--- src/rtl/uart_cmd_pkg.sv ---
// Shared types and helpers for the UART command-frame parser:
// parser state encoding, frame delimiter characters and ASCII hex helpers.
package uart_cmd_pkg;

    typedef enum logic [2:0] {
        IDLE   = 3'd0,
        CMD    = 3'd1,
        ARG_HI = 3'd2,
        ARG_LO = 3'd3,
        CHK_HI = 3'd4,
        CHK_LO = 3'd5,
        END    = 3'd6
    } parser_state_t;

    localparam logic [7:0] CH_SOF = 8'h3C;  // '<'
    localparam logic [7:0] CH_EOF = 8'h3E;  // '>'

    // True for '0'-'9', 'A'-'F' and 'a'-'f'.
    function automatic logic is_hex(input logic [7:0] c);
        return ((c >= 8'h30) && (c <= 8'h39)) ||
               ((c >= 8'h41) && (c <= 8'h46)) ||
               ((c >= 8'h61) && (c <= 8'h66));
    endfunction

    // Nibble value of a hex character; 0 for anything that is not hex.
    function automatic logic [3:0] hex2nib(input logic [7:0] c);
        logic [7:0] t;
        t = 8'h00;
        if ((c >= 8'h30) && (c <= 8'h39)) begin
            t = c - 8'h30;
        end else if ((c >= 8'h41) && (c <= 8'h46)) begin
            t = c - 8'h37;
        end else if ((c >= 8'h61) && (c <= 8'h66)) begin
            t = c - 8'h57;
        end
        return t[3:0];
    endfunction

    // Command letters are upper-case only.
    function automatic logic is_cmd_letter(input logic [7:0] c);
        return (c >= 8'h41) && (c <= 8'h5A);
    endfunction

endpackage

--- src/rtl/uart_hex_dec.sv ---
// Combinational ASCII hex character decoder: byte -> {valid, nibble}.
// A single instance serves every hex-carrying parser state.
module uart_hex_dec
    import uart_cmd_pkg::*;
(
    input  logic [7:0] byte_in,
    output logic       valid,
    output logic [3:0] nibble
);

    // Pure decode, no state.
    assign valid  = is_hex(byte_in);
    assign nibble = hex2nib(byte_in);

endmodule

--- src/rtl/uart_cmd_parser.sv ---
// UART command-frame parser.
// Decodes '<' CMD HH '>' frames from the UART receive byte stream into
// one-cycle command strobes, and flags malformed, resynchronised or
// timed-out frames with a one-cycle frame_err strobe.
// Optional build macro UART_CMD_CHECKSUM_EN: frames become '<' CMD HH CC '>'
// where CC is the hex of (CMD ^ arg); a checksum mismatch raises frame_err.
module uart_cmd_parser
    import uart_cmd_pkg::*;
#(
    parameter int TIMEOUT_CYC = 1_000_000,
    parameter int CNT_W       = 20
) (
    input  logic       clk,
    input  logic       reset,
    input  logic [7:0] rx_data,
    input  logic       rx_done,
    output logic       cmd_valid,
    output logic [7:0] cmd_code,
    output logic [7:0] cmd_arg,
    output logic       frame_err,
    output logic       busy
);

    // Counter value at which a stalled frame is abandoned.
    localparam logic [CNT_W-1:0] TIMEOUT_LAST = CNT_W'(TIMEOUT_CYC - 1);

    parser_state_t    state_q, state_d;
    logic [CNT_W-1:0] cnt_q, cnt_d;
    logic [7:0]       cmd_sh_q, cmd_sh_d;
    logic [7:0]       arg_sh_q, arg_sh_d;
    logic             cmd_valid_q, cmd_valid_d;
    logic             frame_err_q, frame_err_d;
    logic [7:0]       cmd_code_q, cmd_code_d;
    logic [7:0]       cmd_arg_q, cmd_arg_d;
`ifdef UART_CMD_CHECKSUM_EN
    logic [7:0]       chk_sh_q, chk_sh_d;
`endif

    logic             hex_ok;
    logic [3:0]       hex_nib;

    uart_hex_dec u_hex_dec (
        .byte_in (rx_data),
        .valid   (hex_ok),
        .nibble  (hex_nib)
    );

    // Next-state, shadow capture, timeout and strobe generation.
    always_comb begin
        state_d     = state_q;
        cnt_d       = cnt_q;
        cmd_sh_d    = cmd_sh_q;
        arg_sh_d    = arg_sh_q;
        cmd_valid_d = 1'b0;
        frame_err_d = 1'b0;
        cmd_code_d  = cmd_code_q;
        cmd_arg_d   = cmd_arg_q;
`ifdef UART_CMD_CHECKSUM_EN
        chk_sh_d    = chk_sh_q;
`endif

        if (rx_done) begin
            // Any received byte restarts the inter-byte timer, even when it
            // arrives in the very cycle the timer would have expired.
            cnt_d = '0;
            if ((state_q != IDLE) && (rx_data == CH_SOF)) begin
                // A new start-of-frame mid-frame aborts the old one and
                // begins the new one immediately.
                frame_err_d = 1'b1;
                state_d     = CMD;
            end else begin
                case (state_q)
                    IDLE: begin
                        if (rx_data == CH_SOF) begin
                            state_d = CMD;
                        end
                    end
                    CMD: begin
                        if (is_cmd_letter(rx_data)) begin
                            cmd_sh_d = rx_data;
                            state_d  = ARG_HI;
                        end else begin
                            frame_err_d = 1'b1;
                            state_d     = IDLE;
                        end
                    end
                    ARG_HI: begin
                        if (hex_ok) begin
                            arg_sh_d = {arg_sh_q[3:0], hex_nib};
                            state_d  = ARG_LO;
                        end else begin
                            frame_err_d = 1'b1;
                            state_d     = IDLE;
                        end
                    end
                    ARG_LO: begin
                        if (hex_ok) begin
                            arg_sh_d = {arg_sh_q[3:0], hex_nib};
`ifdef UART_CMD_CHECKSUM_EN
                            state_d  = CHK_HI;
`else
                            state_d  = END;
`endif
                        end else begin
                            frame_err_d = 1'b1;
                            state_d     = IDLE;
                        end
                    end
`ifdef UART_CMD_CHECKSUM_EN
                    CHK_HI: begin
                        if (hex_ok) begin
                            chk_sh_d = {chk_sh_q[3:0], hex_nib};
                            state_d  = CHK_LO;
                        end else begin
                            frame_err_d = 1'b1;
                            state_d     = IDLE;
                        end
                    end
                    CHK_LO: begin
                        if (hex_ok) begin
                            chk_sh_d = {chk_sh_q[3:0], hex_nib};
                            state_d  = END;
                        end else begin
                            frame_err_d = 1'b1;
                            state_d     = IDLE;
                        end
                    end
`endif
                    END: begin
                        state_d = IDLE;
`ifdef UART_CMD_CHECKSUM_EN
                        if ((rx_data == CH_EOF) && ((cmd_sh_q ^ arg_sh_q) == chk_sh_q)) begin
`else
                        if (rx_data == CH_EOF) begin
`endif
                            cmd_valid_d = 1'b1;
                            cmd_code_d  = cmd_sh_q;
                            cmd_arg_d   = arg_sh_q;
                        end else begin
                            frame_err_d = 1'b1;
                        end
                    end
                    default: begin
                        state_d = IDLE;
                    end
                endcase
            end
        end else if (state_q == IDLE) begin
            cnt_d = '0;
        end else if (cnt_q == TIMEOUT_LAST) begin
            frame_err_d = 1'b1;
            state_d     = IDLE;
            cnt_d       = '0;
        end else begin
            cnt_d = cnt_q + CNT_W'(1);
        end
    end

    // State, shadow and output registers; reset discards any partial frame.
    always_ff @(posedge clk or posedge reset) begin
        if (reset) begin
            state_q     <= IDLE;
            cnt_q       <= '0;
            cmd_sh_q    <= 8'h00;
            arg_sh_q    <= 8'h00;
            cmd_valid_q <= 1'b0;
            frame_err_q <= 1'b0;
            cmd_code_q  <= 8'h00;
            cmd_arg_q   <= 8'h00;
`ifdef UART_CMD_CHECKSUM_EN
            chk_sh_q    <= 8'h00;
`endif
        end else begin
            state_q     <= state_d;
            cnt_q       <= cnt_d;
            cmd_sh_q    <= cmd_sh_d;
            arg_sh_q    <= arg_sh_d;
            cmd_valid_q <= cmd_valid_d;
            frame_err_q <= frame_err_d;
            cmd_code_q  <= cmd_code_d;
            cmd_arg_q   <= cmd_arg_d;
`ifdef UART_CMD_CHECKSUM_EN
            chk_sh_q    <= chk_sh_d;
`endif
        end
    end

    assign cmd_valid = cmd_valid_q;
    assign frame_err = frame_err_q;
    assign cmd_code  = cmd_code_q;
    assign cmd_arg   = cmd_arg_q;
    assign busy      = (state_q != IDLE);

endmodule

--- config.mk ---
export PLATFORM = sky130hd
export DESIGN_NAME = uart_cmd_parser
export DESIGN_NICKNAME = d
export VERILOG_FILES = /design/src/rtl/uart_cmd_pkg.sv /design/src/rtl/uart_hex_dec.sv /design/src/rtl/uart_cmd_parser.sv
export SDC_FILE = /design/constraint.sdc
export NUM_CORES = 1
export LEC_CHECK = 0
export ABC_CLOCK_PERIOD_IN_PS = 2100
export CAP_MARGIN = 30
export CORE_ASPECT_RATIO = 1.4
export CORE_MARGIN = 3
export CORE_UTILIZATION = 50
export DETAILED_ROUTE_END_ITERATION = 6
export PLACE_DENSITY = 0.75
export SKIP_CTS_REPAIR_TIMING = 1
export SYNTH_ARGS = -nofsm -noshare
export SYNTH_HDL_FRONTEND = slang
export SYNTH_SLANG_ARGS = --single-unit
export TNS_END_PERCENT = 20
--- constraint.sdc ---
create_clock -name clk -period 2.1 [get_ports clk]
set_clock_uncertainty 0.2 [all_clocks]
set_input_delay 0.21 -clock clk [delete_from_list [all_inputs] [get_ports clk]]
set_output_delay 0.21 -clock clk [all_outputs]
set_load 0.02 [all_outputs]
==> Word level (Yosys, flattened, before mapping) <==
Cells that the tools add are included.
W data, S select, Z words.
{ "word_totals": {"regBits": 57, "in_bits": 11, "out_inout_bits": 19, "wordCells": 71} }
{ "op_classes": {"addsub": 4, "magnitude_cmp": 7, "n_eq_ne": 9, "n_mux": 27, "n_bitwise": 1, "reduce_logical": 15} }
{ "ops": {"columns": ["cell", "count"], "rows": [
  ["$mux W20", 3],
  ["$le A8 B7 Y1 const B", 3],
  ["$add A20 B1 Y20 const B", 1],
  ["$eq A20 B20 Y1 const B", 1],
  ["$mux W3", 6],
  ["$eq A8 B6 Y1 const B", 2],
  ["$ge A8 B7 Y1 const B", 2],
  ["$mux W4", 3],
  ["$pmux W3 S4", 1],
  ["$reduce_and A4 Y1", 3],
  ["$mux W1", 11],
  ["$ge A8 B6 Y1 const B", 1],
  ["$le A8 B6 Y1 const B", 1],
  ["$sub A4 B3 Y4 const B", 2],
  ["$eq A3 B2 Y1 const B", 2],
  ["$logic_and A1 B1 Y1", 5],
  ["$mux W2", 2],
  ["$sub A4 B1 Y4 const B", 1],
  ["$eq A3 B1 Y1 const B", 1],
  ["$eq A3 B3 Y1 const B", 1],
  ["$logic_not A3 Y1", 1],
  ["$ne A3 B3 Y1 const B", 1],
  ["$pmux W1 S3", 1],
  ["$reduce_and A3 Y1", 1],
  ["6 further kinds", 7]
]} }

==> Longest topological paths before layout <==
Gate-level depths: netlist (run 1).
{ "depth": {"word_depth": 8, "depth_mapped": 8} }

==> Modules after synthesis <==
From an unflattened synthesis (run 1), not the netlist that was laid out.
{ "hier_totals": {"hier_cells": 237, "hier_area_um2": 2780.2} }
{ "by_module_without_submodules": {"columns": ["mod", "instances", "cells_per_inst", "area_per_inst_um2"], "rows": [
  ["uart_cmd_parser", 1, 208, 2567.5],
  ["uart_hex_dec", 1, 29, 212.7]
]} }

==> Worst setup path after synthesis (run 1) <==
OpenSTA, ideal clock, no wires.
{ "synth_timing": {"path_kind": "input-to-reg", "from": "input rx_data[0]", "to": "register arg_sh_q[0]", "arrival_time_ns": 1.876, "required_time_ns": 1.775, "path_slack_ns": -0.101, "path_stages": 8, "path_buffers": 1, "cell_sequence": "inv_1 -> ha_1 -> nor3b_1 -> nor4_1 -> a21oi_2 -> or4_1 -> buf_6 -> mux2_4"} }
{ "synth_between": {"elab_chain_len": 5, "word_cells_on_any_way": 21, "cone_classes": "add/sub (3); order compare (6); eq/ne (1); mux (3); bitwise (1); reduce/logical (7)"} }
{ "synth_lines": {"columns": ["element", "line", "source"], "rows": [
  ["from (decl)", "uart_cmd_parser.sv:15", "input logic [7:0] rx_data,"],
  ["$ge A8 B7 Y1, or another cell as far along", "uart_cmd_pkg.sv:22, uart_cmd_pkg.sv:33", null],
  ["$logic_and A1 B1 Y1, on equally long branches", null, null],
  ["$mux W4 or $logic_or A1 B1 Y1 (tied branches)", "uart_cmd_pkg.sv:33, uart_cmd_pkg.sv:20", null],
  ["$mux W4 or $logic_or A1 B1 Y1 (tied branches)", "uart_cmd_pkg.sv:31, uart_cmd_pkg.sv:21", null],
  ["$mux W4 or $reduce_and A4 Y1 (tied branches)", null, null],
  ["to (signal assigned)", "uart_cmd_parser.sv:177", "arg_sh_q <= arg_sh_d;"],
  ["to (decl)", "uart_cmd_parser.sv:30", "logic [7:0] arg_sh_q, arg_sh_d;"]
]} }
Several ways; a longest one is shown, not always the timed one.
A chain may end at the register's enable or synchronous reset.

==> Worst setup path in the final report (run 1) <==
{ "layout_timing": {"from": "input rx_data[7]", "to": "register arg_sh_q[5]"} }
{ "layout_between": {"elab_chain_len": 5, "word_cells_on_any_way": 15, "cone_classes": "order compare (6); eq/ne (1); bitwise (1); reduce/logical (7)"} }
{ "layout_lines": {"columns": ["element", "line", "source"], "rows": [
  ["$ge A8 B6 Y1, or another cell as far along", "uart_cmd_pkg.sv:20", "return ((c >= 8'h30) && (c <= 8'h39)) ||"],
  ["$logic_and A1 B1 Y1, on equally long branches", "uart_cmd_pkg.sv:20, uart_cmd_pkg.sv:21", null],
  ["$logic_or A1 B1 Y1", "uart_cmd_pkg.sv:20", null],
  ["$logic_or A1 B1 Y1", "uart_cmd_pkg.sv:21", "((c >= 8'h41) && (c <= 8'h46)) ||"],
  ["$reduce_and A4 Y1 (no line) (*)", null, null]
]} }
Mark *: on every way between the ends. The rest lies on a longest branch, timed or not.

==> metrics.md, run 1 <==
| Metric | Value |
|---|---|
| Number of I/O port buffers | 29 |
| Slowest stage delay, CP | between 0.4 and 0.5 ns |
| Status | complete, but fails checks |
| Max_slew headroom | 77.65% |
| Drt wl/cell | about 15 um |
| Largest net degree at the start of global routing | 58 |
| DR vias | between 1500 and 2000 |
| Post-Syn Nets | roughly 240 |
| Worst hold-check path type | in -> async |
| Mapped Area | roughly 2700 um2 |
| Post-synthesis async set-or-reset flop share | between 90% and 100% |
| Vias per std cell | between 5 and 6 |
| Placer congestion estimate | 0.8873 |
| Synth area leader | dfrtp_1 |
| Drt total wl | 5.691 mm |
| Failing checks | negative setup slack |
| Post-synth top area share | approximately 53% |
| Seq/Total Area, Yosys | 53.32% |
| DRC viols | 0 |
| CTS buffer count | 9 |
| Non-filler instance count after layout | 368 |
| Critical path arrival | between 2 and 2.5 ns |
| Vias in the first global route | ~2000 |
| CORE AREA | approximately 5000 um2 |
| DR iter-0 viols | about 100 |
| CP Max Fanout | 8 |
| Clk slew on worst S/H paths | roughly 0.06 ns |
| Post-layout util | 71.98% |
| Die Wd | ~68 um |
| Initial antenna violation count | 0 |
| H-tree depth | 3 |
| Initial Utilization | 53.58% |
| Skew-Pair Late Insertion Delay | about 0.34 ns |
| Clock Tree Buf Depth | 2 |
| Fin crit share | 100.9% |
| Type of element launching the critical path | input pin |
| Sinks on Clock Net | 57 |
| Placed cell count | ~350 |
| Finished Cell Area | 3593 um2 |
| Minimum clock period after layout | 2.119 ns |
| Slew @ Worst Pin | 0.3309 ns |
| Setup CP Type | in -> reg |
| Final WS setup | -0.01914 ns |
| GRT overflow | 0 |
| Largest cells by area after synthesis | dfrtp_1, mux2_2, xor2_1 |
| Final ANT Viol Nets | 0 |
| Final hold violation count | 0 |
| Fin nets | between 300 and 400 |
| Peak VDD IR | between 0.5 and 0.6 mV |
| Crit-path cells | clkdlybuf4s50_1, nand2b_4, nor4_2, a21oi_2, or4_4, buf_8, mux2_4 |
| Distinct cells, synth | 42 |
| Hpwl dp | approximately 3.7 mm |
| Count leader, synth | dfrtp_1 |
| Worst hold slack | ~0.045 ns |
| Multi-input gate area | 1244 um2 |
| Global-route wire length before repair | approximately 8.8 mm |
| Synthesis-stage register bit count | 57 |
| Total power | just over 2 mW |
| Ant. Diodes | 0 |
| Main synth FF type | dfrtp_1 |
| Leak | roughly 1.7 nW |
| Rows | 30 |
| Beginning of the worst register-to-register path | state_q[2]$_DFFE_PP0P_ |
| Synth cell count leaders | dfrtp_1, nor2_1, mux2_2 |
| DR pass1 iterations | 4 |
| Share of cells above drive strength 1 | about a third |
| Syn Inst Count | 228 |
| Sequential standard cell area | approximately 1400 um2 |
| Cell Pwr Density | between 500 and 600 nW/um2 |
| Die height | about 90 um |
| Syn avg cell area | ~12 um2 |
| Max Freq | ~470 MHz |
| Placed inst area | roughly 3300 um2 |
| Pre-CTS setup slack | -0.7040 ns |
| GRT Util Overall | between 10% and 20% |
| Clock root cell | clkbuf_8 |
| Worst setup startpoint | rx_data[7] |
| Number of warnings issued by yosys | 0 |
| # IOs | 30 |
| Die area | roughly 6300 um2 |
| Setup TNS | -0.1152 ns |
| Final Slew Violations | 0 |
| WP data required | roughly 2.1 ns |
| Area added between synthesis and finish | 34.33% |
| CP endpoint kind | flop |
| Post-synth EDFFs | 0 |
| Final setup viols | 8 |
| CTS tree | built |
| Fill cells | around 340 |
| Slowest CP cell | clkdlybuf4s50_1 |
| Max cap viols | 0 |
==> critical path: cells and delay by family <==
family          cells  cell delay [ns]
compound gates      1             0.11
buf+inv             2             0.64
mux                 1             0.29
simple gates        3             0.87
==> cell usage in the layout (no fill, tap or decap), types with 6 or more instances in the layout <==
master,n
xor2_1,14
buf_4,30
nand2_1,9
xnor2_1,8
dlymetal6s2s_1,8
inv_1,6
clkbuf_8,9
nand3_1,11
dfrtp_1,57
clkdlybuf4s50_1,21
mux2_4,8
mux2_2,22
nor2_1,29
==> flip-flops by register name, summed over array words and instances, names as in the netlist <==
signal / flops
cnt_q: 20
arg_sh_q: 8
cmd_arg: 8
cmd_code: 8
cmd_sh_q: 8
state_q: 3
cmd_valid: 1
frame_err: 1
==> cell families after synthesis <==
kind of cell,Yosys count,synth area share [%]
XOR/XNOR,22,7.203
adder cells (fa/ha/maj),5,2.339
AO/OA/AOI/OAI,17,4.771
AND/OR/NAND/NOR,83,15.90
buffers and inverters,14,2.713
multiplexers,30,13.75
flip-flops,57,53.32
==> metal layers <==
| metal | track usage, % | part of all wire, % | wire length (um) |
|---|---|---|---|
| met1 | 21.01 | 40 | 2265 |
| met2 | 30.87 | 52 | 2985 |
| met3 | 6.796 | 3.5 | 197 |
| met4 | 9.619 | 4.3 | 242 |
| met5 | 0 | 0 | 0 |
==> report_power, final <==
part | internal [mW] | switching [mW] | leakage, nW
registers | 1.10 | 0.00221 | 0.795
logic | 0.0661 | 0.0712 | 0.867
clock network | 0.420 | 0.417 | 0.0839
total | 1.59 | 0.490 | 1.75
==> layout make-up <==
cell class	count	area share, %
inverter	8	0.8357
clock buffer	12	3.760
timing repair buffer	66	18.31
multi-input combinational	157	34.61
tap	64	2.228
clock inverter	4	0.5571
sequential	57	39.69
==> path summary, 6_finish.rpt <==
path | cells past startpoint | to | slack (ns)
setup / recovery | 7 | arg_sh_q[5]$_DFFE_PP0P_ | -0.02
hold / removal | 3 | cmd_valid$_DFF_PP0_ | 0.04
setup reg to reg | 5 | arg_sh_q[5]$_DFFE_PP0P_ | 0.04
hold reg to reg | 1 | cmd_sh_q[6]$_DFFE_PP0P_ | 0.30
max in group asynchronous | 3 | frame_err$_DFF_PP0_ | 1.41
min in group clk | 3 | cmd_sh_q[1]$_DFFE_PP0P_ | 0.07
(Power assumes the default switching activity.)
==> inputs of run 2 (changes only) <==
ABC_CLOCK_PERIOD_IN_PS = 2290   (was 2100)
CAP_MARGIN = 15   (was 30)
CORE_UTILIZATION = 55   (was 50)
PLACE_DENSITY = 0.78   (was 0.75)
clock period = 2.29 ns   (was 2.1 ns; I/O delays follow)
==> run 2 against run 1 <==
The flow finishes with violations (negative hold slack). Total power decreased by 6.3%. Critical path depth unchanged. First-iteration DRC count decreased by 14%. Non-clock buffer count decreased by 12. Utilization increased by 3.0 points. Sequential share of layout area increased by 1.6 points. Setup slack improved by 0.093 ns. Sequential cell count unchanged. Sequential power decreased by 8%. Count of clock-buffer cells in the layout increased by 1. Combinational power decreased by 17%. Via count decreased by 0.61%.
==> metrics.md, run 2 (synthesis results as in run 1) <==
| Metric | Value |
|---|---|
| GRT Util Overall | 20.14% (+1.3 points) |
| Worst setup startpoint | rx_data[2] |
| CTS tree | built |
| Switching share of power | 22.34% (-1.2 points) |
| Vias in the first global route | 2022 (+0.50%) |
| Worst hold-check path type | in -> async |
| Die area | 5748 um2 (-8.4%) |
| Type of element launching the critical path | input pin |
| Switching pwr | 0.4348 mW (-11%) |
| Vias per std cell | 5.517 (+3.3%) |
| Final ANT Viol Nets | 0 (unchanged) |
| Initial Utilization | 58.05% (+4.5 points) |
| Most frequent cells in the layout | dfrtp_1, nor2_1, clkdlybuf4s50_1 |
| Clock root cell | clkbuf_8 |
| Worst hold slack | -0.008888 ns (-0.05352 ns) |
| Largest Register | cnt_q |
| # IOs | 30 (unchanged) |
| DR iter-0 viols | 88 (-14%) |
| Global-route wire length before repair | 8.797 mm (about the same) |
| CORE AREA | 4608 um2 (-7.7%) |
| Skew-Pair Late Insertion Delay | 0.33 ns (about the same) |
| Combinational share of power | 5.8% (-0.8 points) |
| Slew @ Worst Pin | 0.3980 ns (+0.06709 ns) |
| Final setup viols | 0 (-8) |
| Die height | 88.52 um (-4.4%) |
| DR vias | 1953 (-0.61%) |
| Fin nets | 303 (-3.8%) |
| CP Max Fanout | 8 (unchanged) |
| Placer congestion estimate | 0.8159 (-8.0%) |
| Setup CP Type | in -> reg |
| P_int | 1.512 mW (-4.8%) |
| CTS buffer count | 9 (unchanged) |
| Leak | 1.613 nW (-7.6%) |
| Drt wl/cell | 14.31 um (-7.5%) |
| Share of cells above drive strength 1 | 28.08% (-3.8 points) |
| Status | complete, but fails checks |
| Number of I/O port buffers | 29 (unchanged) |
| Hpwl dp | 3.500 mm (-6.3%) |
| Max Freq | between 400 and 500 MHz |
| Non-filler instance count after layout | 354 (-3.8%) |
| Commonest non-fill, non-tap cell in the layout | dfrtp_1 |
| Peak VDD IR | 0.6273 mV (+25%) |
| RSZ-0062 raised after global routing | false |
| Flop pwr share | 52.0% (-1.1 points) |
| Max cap viols | 0 (unchanged) |
| H-tree depth | 3 (unchanged) |
| DRC viols | 0 (unchanged) |
| Fin crit share | slightly below 100% |
| Clock power frac | 42.1% (+1.8 points) |
| Minimum clock period after layout | about 2.2 ns |
| Initial antenna violation count | 0 (unchanged) |
| Rows | 29 (-3.3%) |
| Area added between synthesis and finish | 29.14% |
| DR pass1 iterations | 4 (unchanged) |
| Cell Pwr Density | 563.5 nW/um2 (-2.6%) |
| Largest net degree at the start of global routing | 42 (-28%) |
| Ant. Diodes | 0 (unchanged) |
| Failing checks | negative hold slack |
| Final Slew Violations | 0 (unchanged) |
| Met3 wire len | 209 um (+6.1%) |
| Largest register FFs | 20 (unchanged) |
| GRT overflow | 0 (unchanged) |
| Drt total wl | 5.066 mm (-11%) |
| Top Layer Used | met4 |
| Final hold violation count | 16 (+16) |
| Clock Tree Buf Depth | 2 (unchanged) |
| WP data required | 2.31 ns (+0.19 ns) |
| Sinks on Clock Net | 57 (unchanged) |
| Max_slew headroom | 73.26% (-4.4 points) |
| CP endpoint kind | flop |
| Placed cell count | 337 (-3.2%) |
| Die Wd | 64.94 um (-4.2%) |
| Beginning of the worst register-to-register path | state_q[1]$_DFFE_PP0P_ |
| Met2 wire len | 2.673 mm (-10%) |
| Total power | 1.947 mW (-6.3%) |
| Met1 Wirelength | 2.085 mm (-7.9%) |
| Critical path arrival | 2.24 ns (+0.10 ns) |
| Clk slew on worst S/H paths | 0.06 ns (about the same) |
==> run 2: layout make-up <==
class	instances	area, um2
Clock inverter	3	15.01
Clock buffer	13	158.9
Multi-Input combinational cell	157	1219
Tap cell	62	77.57
Timing Repair Buffer	54	528.0
Inverter	8	30.03
Fill cell	326	1154
Sequential cell	57	1426
==> run 2: layer usage <==
metal / GRT usage, % / up-vias
met4: 9.615 / 0
met1: 22.56 / 976
met5: 0 / -
li1: - / 919
met2: 34.26 / 46
met3: 6.989 / 12
==> run 2: path summary, 6_finish.rpt <==
kind,endpoint,slack [ns],depth (start not counted)
hold / removal,cmd_arg[7]$_DFFE_PP0P_,-0.009,2
min in group clk,cmd_sh_q[1]$_DFFE_PP0P_,0.12,3
hold reg to reg,cmd_sh_q[6]$_DFFE_PP0P_,0.27,1
setup / recovery,arg_sh_q[4]$_DFFE_PP0P_,0.07,7
max in group asynchronous,cmd_sh_q[3]$_DFFE_PP0P_,1.37,3
setup reg to reg,arg_sh_q[4]$_DFFE_PP0P_,0.17,5
==> run 2: through the flow <==
stage / cell area [um2] / setup WS [ns] / hold slack, ns / utilization [%] / setup TNS [ns]
finish: 3455 / 0.07418 / -0.008888 / 74.97 / 0
global route: 3455 / 0.01994 / 0.0006455 / 74.97 / 0
CTS: 3395 / -0.1699 / -0.008876 / 73.66 / -1.313
detailed placement: 3221 / -0.5293 / 0.2578 / 69.89 / -9.624
global placement: 3221 / -0.4324 / 0.2516 / 69.89 / -7.875
floorplan: 2675 / 0.07029 / 0.1617 / - / 0
==> run 2: worst max-delay path, cell delays in order <==
cell and delay (ns):
clkdlybuf4s50_1 0.53, o21bai_1 0.24, a21oi_2 0.18, a21oi_2 0.05, or4_4 0.55, buf_12 0.16, mux2_4 0.29
==> run 2: power by group through the flow <==
stage / clock [mW] / combinational (mW) / sequential, mW
global placement: 0 / 0.107 / 1.03
CTS: 0.844 / 0.109 / 1.01
detailed placement: 0 / 0.109 / 1.03
finish: 0.820 / 0.114 / 1.01
global route: 0.898 / 0.125 / 1.01
floorplan: 0 / 0.0483 / 1.03
==> inputs of run 3 (changes only) <==
CORE_ASPECT_RATIO = not set   (was 1.4)
==> run 3 against run 2 <==
Total power down 0.40%. Sequential power about the same. Critical path depth unchanged. The run now ends clean. Die area down 0.20%. Register-to-register slack about the same. Combinational power down 4%. Sequential share of layout area about the same. Clock power down 0.5%. Setup slack better by 0.041 ns. First-iteration DRC count up 4.5%. Wire length up 0.93%. Count of clock-buffer cells in the layout unchanged.
==> metrics.md, run 3 (synthesis results as in run 1) <==
| Metric | Value |
|---|---|
| Status | completed |
| Placer congestion estimate | 0.7829 (-4.0%) |
| CTS tree | built |
| CORE AREA | 4534 um2 (-1.6%) |
| DR pass1 iterations | 4 (unchanged) |
| Sinks on Clock Net | 57 (unchanged) |
| Critical path arrival | 2.19 ns (-0.05 ns) |
| Worst hold slack | 0.08216 ns (+0.09104 ns) |
| WP data required | 2.30 ns (about the same) |
| Area added between synthesis and finish | 29.28% |
| Finished Cell Area | 3458 um2 (+0.11%) |
| Max Freq | 459.9 MHz (+1.9%) |
| Fin nets | 304 (+0.33%) |
| Slew @ Worst Pin | 0.4314 ns (+0.03341 ns) |
| Setup CP Type | in -> reg |
| Worst hold-check path type | in -> async |
| Global-route wire length before repair | 8.293 mm (-5.7%) |
| Vias in the first global route | 1759 (-13%) |
| DR vias | 1903 (-2.6%) |
| Drt wl/cell | 14.40 um (+0.64%) |
| Die height | 75.74 um (-14%) |
| R2r setup slk | 0.17 ns (about the same) |
| Die area | 5737 um2 (-0.20%) |
| Pre-CTS setup slack | -0.4968 ns (+0.03256 ns) |
| GRT overflow | 0 (unchanged) |
| Most frequent cells in the layout | dfrtp_1, nor2_1, clkdlybuf4s50_1 |
| Vias per std cell | 5.361 (-2.8%) |
| Max cap viols | 0 (unchanged) |
| Share of cells above drive strength 1 | 27.59% (-0.50 points) |
| Drt total wl | 5.113 mm (+0.93%) |
| Max_slew headroom | 71.02% (-2.2 points) |
| Setup TNS | 0 ns (unchanged) |
| Peak VDD IR | 0.4506 mV (-28%) |
| Commonest non-fill, non-tap cell in the layout | dfrtp_1 |
| Largest register FFs | 20 (unchanged) |
| Placed inst area | 3239 um2 (+0.58%) |
| CTS buffer count | 9 (unchanged) |
| DR iter-0 viols | 92 (+4.5%) |
| Fin crit share | 94.95% (-1.8 points) |
| Final hold violation count | 0 (-16) |
| Total power | 1.939 mW (-0.40%) |
| Largest net degree at the start of global routing | 58 (+38%) |
| Rows | 24 (-17%) |
| Initial antenna violation count | 0 (unchanged) |
| Largest Register | cnt_q |
| Final setup viols | 0 (unchanged) |
| Die Wd | 75.74 um (+17%) |
| Final Slew Violations | 0 (unchanged) |
| # IOs | 30 (unchanged) |
| GRT Util Overall | 19.78% (-0.36 points) |
| H-tree depth | 3 (unchanged) |
| DRC viols | 0 (unchanged) |
| Ant. Diodes | 0 (unchanged) |
| Number of I/O port buffers | 29 (unchanged) |
| Clk slew on worst S/H paths | 0.06 ns (about the same) |
| Hpwl dp | 3.478 mm (-0.63%) |
| Clock root cell | clkbuf_8 |
| CP endpoint kind | flop |
| Initial Utilization | 59.00% (+0.95 points) |
| Clock Tree Buf Depth | 2 (unchanged) |
| Type of element launching the critical path | input pin |
| Minimum clock period after layout | 2.174 ns (-0.04149 ns) |
| RSZ-0062 raised after global routing | false |
| Final ANT Viol Nets | 0 (unchanged) |
| Cell Pwr Density | 560.6 nW/um2 (-0.51%) |
| Skew-Pair Late Insertion Delay | 0.33 ns (about the same) |
| Final WS setup | 0.1157 ns (+0.04149 ns) |
| Leak | 1.624 nW (+0.69%) |
| CP Max Fanout | 8 (unchanged) |
-- run 3: changes by cell type in the layout (fill, tap and decap cells not counted), sizes merged --
cell and change:
buf +1, clkdlybuf4s50 -1, clkinv -3, dlymetal6s2s +1
-- run 3: stage by stage --
stage                     std cells  utilization [%]
after floorplan                 228                -
after global placement          342            71.44
after detailed placement        342            71.44
after CTS                       355            75.17
after global routing            355            76.27
final                           355            76.27
-- run 3: final timing paths --
| path | start | endpoint | cells past startpoint |
|---|---|---|---|
| setup reg to reg | state_q[2]$_DFFE_PP0P_ | arg_sh_q[3]$_DFFE_PP0P_ | 5 |
| min in group clk | rx_data[1] | cmd_sh_q[1]$_DFFE_PP0P_ | 3 |
| max in group asynchronous | reset | cmd_code[7]$_DFFE_PP0P_ | 3 |
| hold / removal | reset | cnt_q[19]$_DFF_PP0_ | 3 |
| hold reg to reg | cmd_sh_q[6]$_DFFE_PP0P_ | cmd_sh_q[6]$_DFFE_PP0P_ | 1 |
| setup / recovery | rx_data[4] | arg_sh_q[3]$_DFFE_PP0P_ | 7 |
-- run 3: per-layer routing --
metal  vias up  track usage, %  wire [um]
li1        920               -          -
met1       924           27.87       2398
met2        49           27.76       2326
met3        10           7.916        301
met4         0           6.602         87
met5         -               0          0
-- run 3: area by class of cell --
type	instances	area, um2
Sequential cell	57	1426
Multi-Input combinational cell	157	1219
Fill cell	289	1076
Timing Repair Buffer	55	533.0
Clock buffer	13	168.9
Tap cell	65	81.33
Inverter	8	30.03
-- run 3: power by group --
part / leakage (nW) / internal, mW / switching [mW]
combinational: 0.741 / 0.0527 / 0.0567
clock: 0.0875 / 0.463 / 0.353
sequential: 0.795 / 1.01 / 0.00203
total: 1.62 / 1.53 / 0.412
-- run 3: worst max-delay path, stage by stage --
cell             delay [ns]
clkdlybuf4s50_1        0.52
and3_1                 0.25
nand3_1                0.10
o21ai_1                0.12
or4_4                  0.51
buf_8                  0.16
mux2_4                 0.29
==> RTL change 1 (settings of run 1) <==
Add an input register stage for `rx_done`, with the module's reset; this delays it by one clock. The other inputs are not delayed to match.
--- a/src/rtl/uart_cmd_parser.sv
+++ b/src/rtl/uart_cmd_parser.sv
@@ -26,2 +26,12 @@
 
+    logic rx_done_q;
+
+    always_ff @(posedge clk or posedge reset) begin
+        if (reset) begin
+            rx_done_q <= '0;
+        end else begin
+            rx_done_q <= rx_done;
+        end
+    end
+
     parser_state_t    state_q, state_d;
@@ -61,3 +71,3 @@
 
-        if (rx_done) begin
+        if (rx_done_q) begin
             // Any received byte restarts the inter-byte timer, even when it
Check against the original RTL: not equivalent (a bounded check fails within 4 cycles, from zero or initial values and one cycle with reset high).
==> RTL change 1 against run 1 <==
- design area hardly changed
- global-route usage hardly changed
- power is 16% higher
- synthesized area is 2.4% higher
- wire length is 2.0% lower
- worst setup slack better by 0.069 ns
- register-to-register slack better by 0.05 ns
- sequential cell count is 1 higher
- first-iteration DRC count is 21% higher
- clock power is 39% higher
- synthesized cell count is 1.8% higher
- via count is 0.87% lower
- hold slack worse by 0.018 ns
- critical path type unchanged
- largest power group is now clock
==> RTL change 1: results (changes against run 1) <==
POWER
--------------------------------------------------------------------------
P_leak                                                             1.73 nW   -1.2%
Largest vdd supply drop                                           0.445 mV   -11%

CLOCK TREE
--------------------------------------------------------------------------
Clk pin slew, worst setup/hold paths                               0.08 ns   +0.02 ns
H-tree levels                                                            3   unchanged

PLACED DESIGN
--------------------------------------------------------------------------
Cell Area, Placed                                                3290 um^2   -0.30%
DP Worst Slack                                                   -0.613 ns   +0.0912 ns
Placed cells                                                           347   -0.29%
HPWL reported at the end of detailed placement                     3740 um   +0.14%

CRITICAL PATH
--------------------------------------------------------------------------
Critical path data arrival time                                    2.08 ns   -0.06 ns
Worst-case register-to-register setup slack                        0.09 ns   +0.05 ns
Worst setup endpoint                                           arg_sh_q[1]

GLOBAL ROUTING
--------------------------------------------------------------------------
Fraction of met2 tracks used by global routing                       0.333   +0.0244
Global-route met3 utilization                                       0.0505   -0.0175
Pin count of the biggest net entering global routing                    59   +1.7%
GR met1 Demand/Resource                                              0.205   -0.00473
Number of global-route vias before repair                             2051   +1.9%
Total GRT Usage                                                      0.189   about the same
First-pass GRT wire length                                         9050 um   +3.0%

STATUS
--------------------------------------------------------------------------
Result of the run                                             complete, no violations

STA
--------------------------------------------------------------------------
Final Cycle Share                                                    0.976   -0.0328
Measured slew at the worst slew-check pin                         0.442 ns   +0.112 ns

ROUTE
--------------------------------------------------------------------------
Number of vias after detailed routing                                 1948   -0.87%
Met2 routed wirelength                                             2940 um   -1.5%
Met3 routed WL                                                      217 um   +10%
Met1 wire length                                                   2290 um   +0.88%
Pre-Repair DR Iteration Count                                            5   +1
Iter 0 DRT Violations                                                  123   +21%
Average detailed-routed wire length per instance                   15.4 um   -0.69%

CELLS AND AREA
--------------------------------------------------------------------------
Biggest register                                                     cnt_q
Fraction of layout instances using a drive strength above 1          0.286   -0.0329
Final non-filler cell total                                            363   -1.4%
Ant. Diodes                                                              0   unchanged
Fill cell total of the finished layout                                 384   +12%
Number of nets in the layout                                           308   -2.2%

SYNTHESIS
--------------------------------------------------------------------------
Top cells by area, synth                                      sky130_fd_sc_hd__dfrtp_1 53%, sky130_fd_sc_hd__mux2_2 8.2%, sky130_fd_sc_hd__xor2_1 4.5%
Share of the yosys chip area belonging to registers                  0.530   -0.00353
Distinct cell type count of the synthesized netlist                     47   +12%
Mean Syn Cell Area                                               11.8 um^2   +0.67%
Post-synth net total                                                   248   +1.6%
List of most frequent post-synthesis cells                    58 x sky130_fd_sc_hd__dfrtp_1, 30 x sky130_fd_sc_hd__nor2_1, 20 x sky130_fd_sc_hd__mux2_2

WORST HOLD PATH
--------------------------------------------------------------------------
Tightest Hold Check Type                                      input port to asynchronous set/reset pin

==> RTL change 1: worst min path at each step <==
stage	slack, ns	to	depth (start not counted)	start
after floorplan	0.04	rx_done_q	0	rx_done
after global placement	0.25	cmd_sh_q[6]	1	cmd_sh_q[6]
after detailed placement	0.25	cmd_sh_q[6]	1	cmd_sh_q[6]
after CTS	0.04	cmd_sh_q[5]	3	reset
after global routing	0.06	cmd_sh_q[7]	3	reset
final	0.03	cmd_sh_q[5]	3	reset
==> RTL change 1: final cells by class <==
class                      instances  area (um^2)  share of cell area
clock buffer                       9          124              0.0344
multi-input combinational        159         1260               0.350
clock inverter                     7          101              0.0282
timing repair buffer              56          549               0.153
sequential                        58         1450               0.404
tap                               66         82.6              0.0230
inverter                           8         30.0             0.00835
==> RTL change 1: worst max-delay path, stage by stage <==
cell                              delay, ns
sky130_fd_sc_hd__clkdlybuf4s50_1       0.47
sky130_fd_sc_hd__nand2b_4              0.18
sky130_fd_sc_hd__nor4_4                0.21
sky130_fd_sc_hd__a21oi_2               0.10
sky130_fd_sc_hd__or4_4                 0.43
sky130_fd_sc_hd__buf_8                 0.17
sky130_fd_sc_hd__mux2_4                0.31
==> RTL change 1: report_power, final <==
part	switching, W	total (W)	internal (W)
logic	0.0000712	0.000130	0.0000592
clock network	0.000485	0.00116	0.000677
registers	0.00000145	0.00112	0.00112
total	0.000558	0.00241	0.00186
==> RTL change 1: cells by family (layout without fill, tap and decap cells) <==
logic type | after synthesis | count (layout) | synth area share
mux | 30 | 30 | 0.134
flops | 58 | 58 | 0.530
simple gates | 85 | 85 | 0.167
compound gates | 17 | 17 | 0.0480
buf+inv | 15 | 80 | 0.0283
fa+ha+maj | 5 | 5 | 0.0228
xor+xnor | 22 | 22 | 0.0703
==> RTL change 2 (config.mk and constraints of run 1) <==
Without the edit above. The option `UART_CMD_CHECKSUM_EN` is turned on by a define.
--- a/src/rtl/uart_cmd_parser.sv
+++ b/src/rtl/uart_cmd_parser.sv
@@ -6,2 +6,4 @@
 // where CC is the hex of (CMD ^ arg); a checksum mismatch raises frame_err.
+`define UART_CMD_CHECKSUM_EN
+
 module uart_cmd_parser
Formal check against the unedited RTL: not equivalent (a bounded check fails within 10 cycles, from zero or initial values and one cycle with reset high).
==> RTL change 2 against run 1 <==
- synthesized area rose by 29%
- hold slack better by 0.11 ns
- worst setup slack better by 0.039 ns
- fmax up 1.9%
- power increased by 19%
- design area grew 23%
- sequential cell count increased by 8
- wire length grew 20%
- critical path type is now flop to flop
- critical endpoint is now cmd_arg[1]
==> RTL change 2: results (changes against run 1) <==
SYNTHESIS
--------------------------------------------------------------------------
List of most frequent post-synthesis cells                    65 x sky130_fd_sc_hd__dfrtp_1, 26 x sky130_fd_sc_hd__nor2_1, 21 x sky130_fd_sc_hd__nand2_1
Top cells by area, synth                                      sky130_fd_sc_hd__dfrtp_1 47%, sky130_fd_sc_hd__mux2_4 6.1%, sky130_fd_sc_hd__xnor3_1 5.2%
Post-synth net total                                                   309   +27%
Distinct cell type count of the synthesized netlist                     57   +36%

CRITICAL PATH
--------------------------------------------------------------------------
Depth of the most critical reg-to-reg path                               6   +1
Crit path max-delay cell type                                 sky130_fd_sc_hd__dfrtp_1
CP max FO                                                               16   +8
Critical path data arrival time                                    2.11 ns   -0.03 ns

CELLS AND AREA
--------------------------------------------------------------------------
Fraction of layout instances using a drive strength above 1          0.282   -0.0372
Number of nets in the layout                                           383   +22%
Fill cell total of the finished layout                                 519   +52%
Final non-filler cell total                                            461   +25%

GLOBAL ROUTING
--------------------------------------------------------------------------
Number of global-route vias before repair                             2441   +21%
Global-route met3 utilization                                       0.0511   -0.0168
Total GRT Usage                                                      0.184   -0.00496
Pin count of the biggest net entering global routing                    31   -47%
Fraction of met2 tracks used by global routing                       0.313   +0.00452

WORST HOLD PATH
--------------------------------------------------------------------------
Tightest Hold Check Type                                      input port to flop

STATUS
--------------------------------------------------------------------------
Result of the run                                             complete, no violations

ROUTE
--------------------------------------------------------------------------
Met3 routed WL                                                      255 um   +29%
Iter 0 DRT Violations                                                   76   -25%
Met2 routed wirelength                                             3550 um   +19%
Total length of routed wires                                       6820 um   +20%

PLACED DESIGN
--------------------------------------------------------------------------
HPWL reported at the end of detailed placement                     5120 um   +37%
Placed cells                                                           444   +28%

STA
--------------------------------------------------------------------------
Worst-case headroom to the max-slew limit                            0.745   -0.0319

-- RTL change 2: cells by family (layout without fill, tap and decap cells) --
kind of cell / Yosys count / in the layout / share of synthesized area
AO/OA/AOI/OAI: 31 / 31 / 0.0779
XOR/XNOR: 29 / 29 / 0.105
adder cells (fa/ha/maj): 8 / 8 / 0.0290
buffers and inverters: 16 / 95 / 0.0297
flip-flops: 65 / 65 / 0.471
multiplexers: 31 / 31 / 0.116
AND/OR/NAND/NOR: 110 / 110 / 0.171
-- RTL change 2: worst max path at each step --
stage	start	end	slack [ns]	cells after the start
after floorplan	rx_data[1]	chk_sh_q[4]	0.02	7
after global placement	rx_data[1]	state_q[1]	-0.53	9
after detailed placement	rx_data[0]	cmd_sh_q[3]	-0.58	8
after CTS	rx_data[0]	cmd_sh_q[3]	-0.21	8
after global routing	cmd_sh_q[3]	cmd_code[2]	-0.03	6
final	cmd_sh_q[3]	cmd_arg[1]	0.02	6
-- RTL change 2: final cells by class --
class	count	area share
clock inverter	7	0.0176
timing repair buffer	69	0.148
inverter	10	0.00935
sequential	65	0.369
multi-input combinational	209	0.402
tap	92	0.0261
clock buffer	9	0.0281
-- RTL change 2: power by group --
group / switching [W] / total, W / internal [W]
Combinational: 0.0000812 / 0.000149 / 0.0000682
Clock: 0.000518 / 0.00108 / 0.000558
Sequential: 0.00000156 / 0.00125 / 0.00125
Total: 0.000601 / 0.00248 / 0.00188
-- RTL change 2: through the flow --
stage               utilization  total power, W  hold WS, ns
floorplan                     -         0.00135        0.145
global placement          0.624         0.00143        0.240
detailed placement        0.624         0.00143        0.256
CTS                       0.654         0.00251      -0.0497
global route              0.663         0.00258        0.129
finish                    0.663         0.00248        0.154
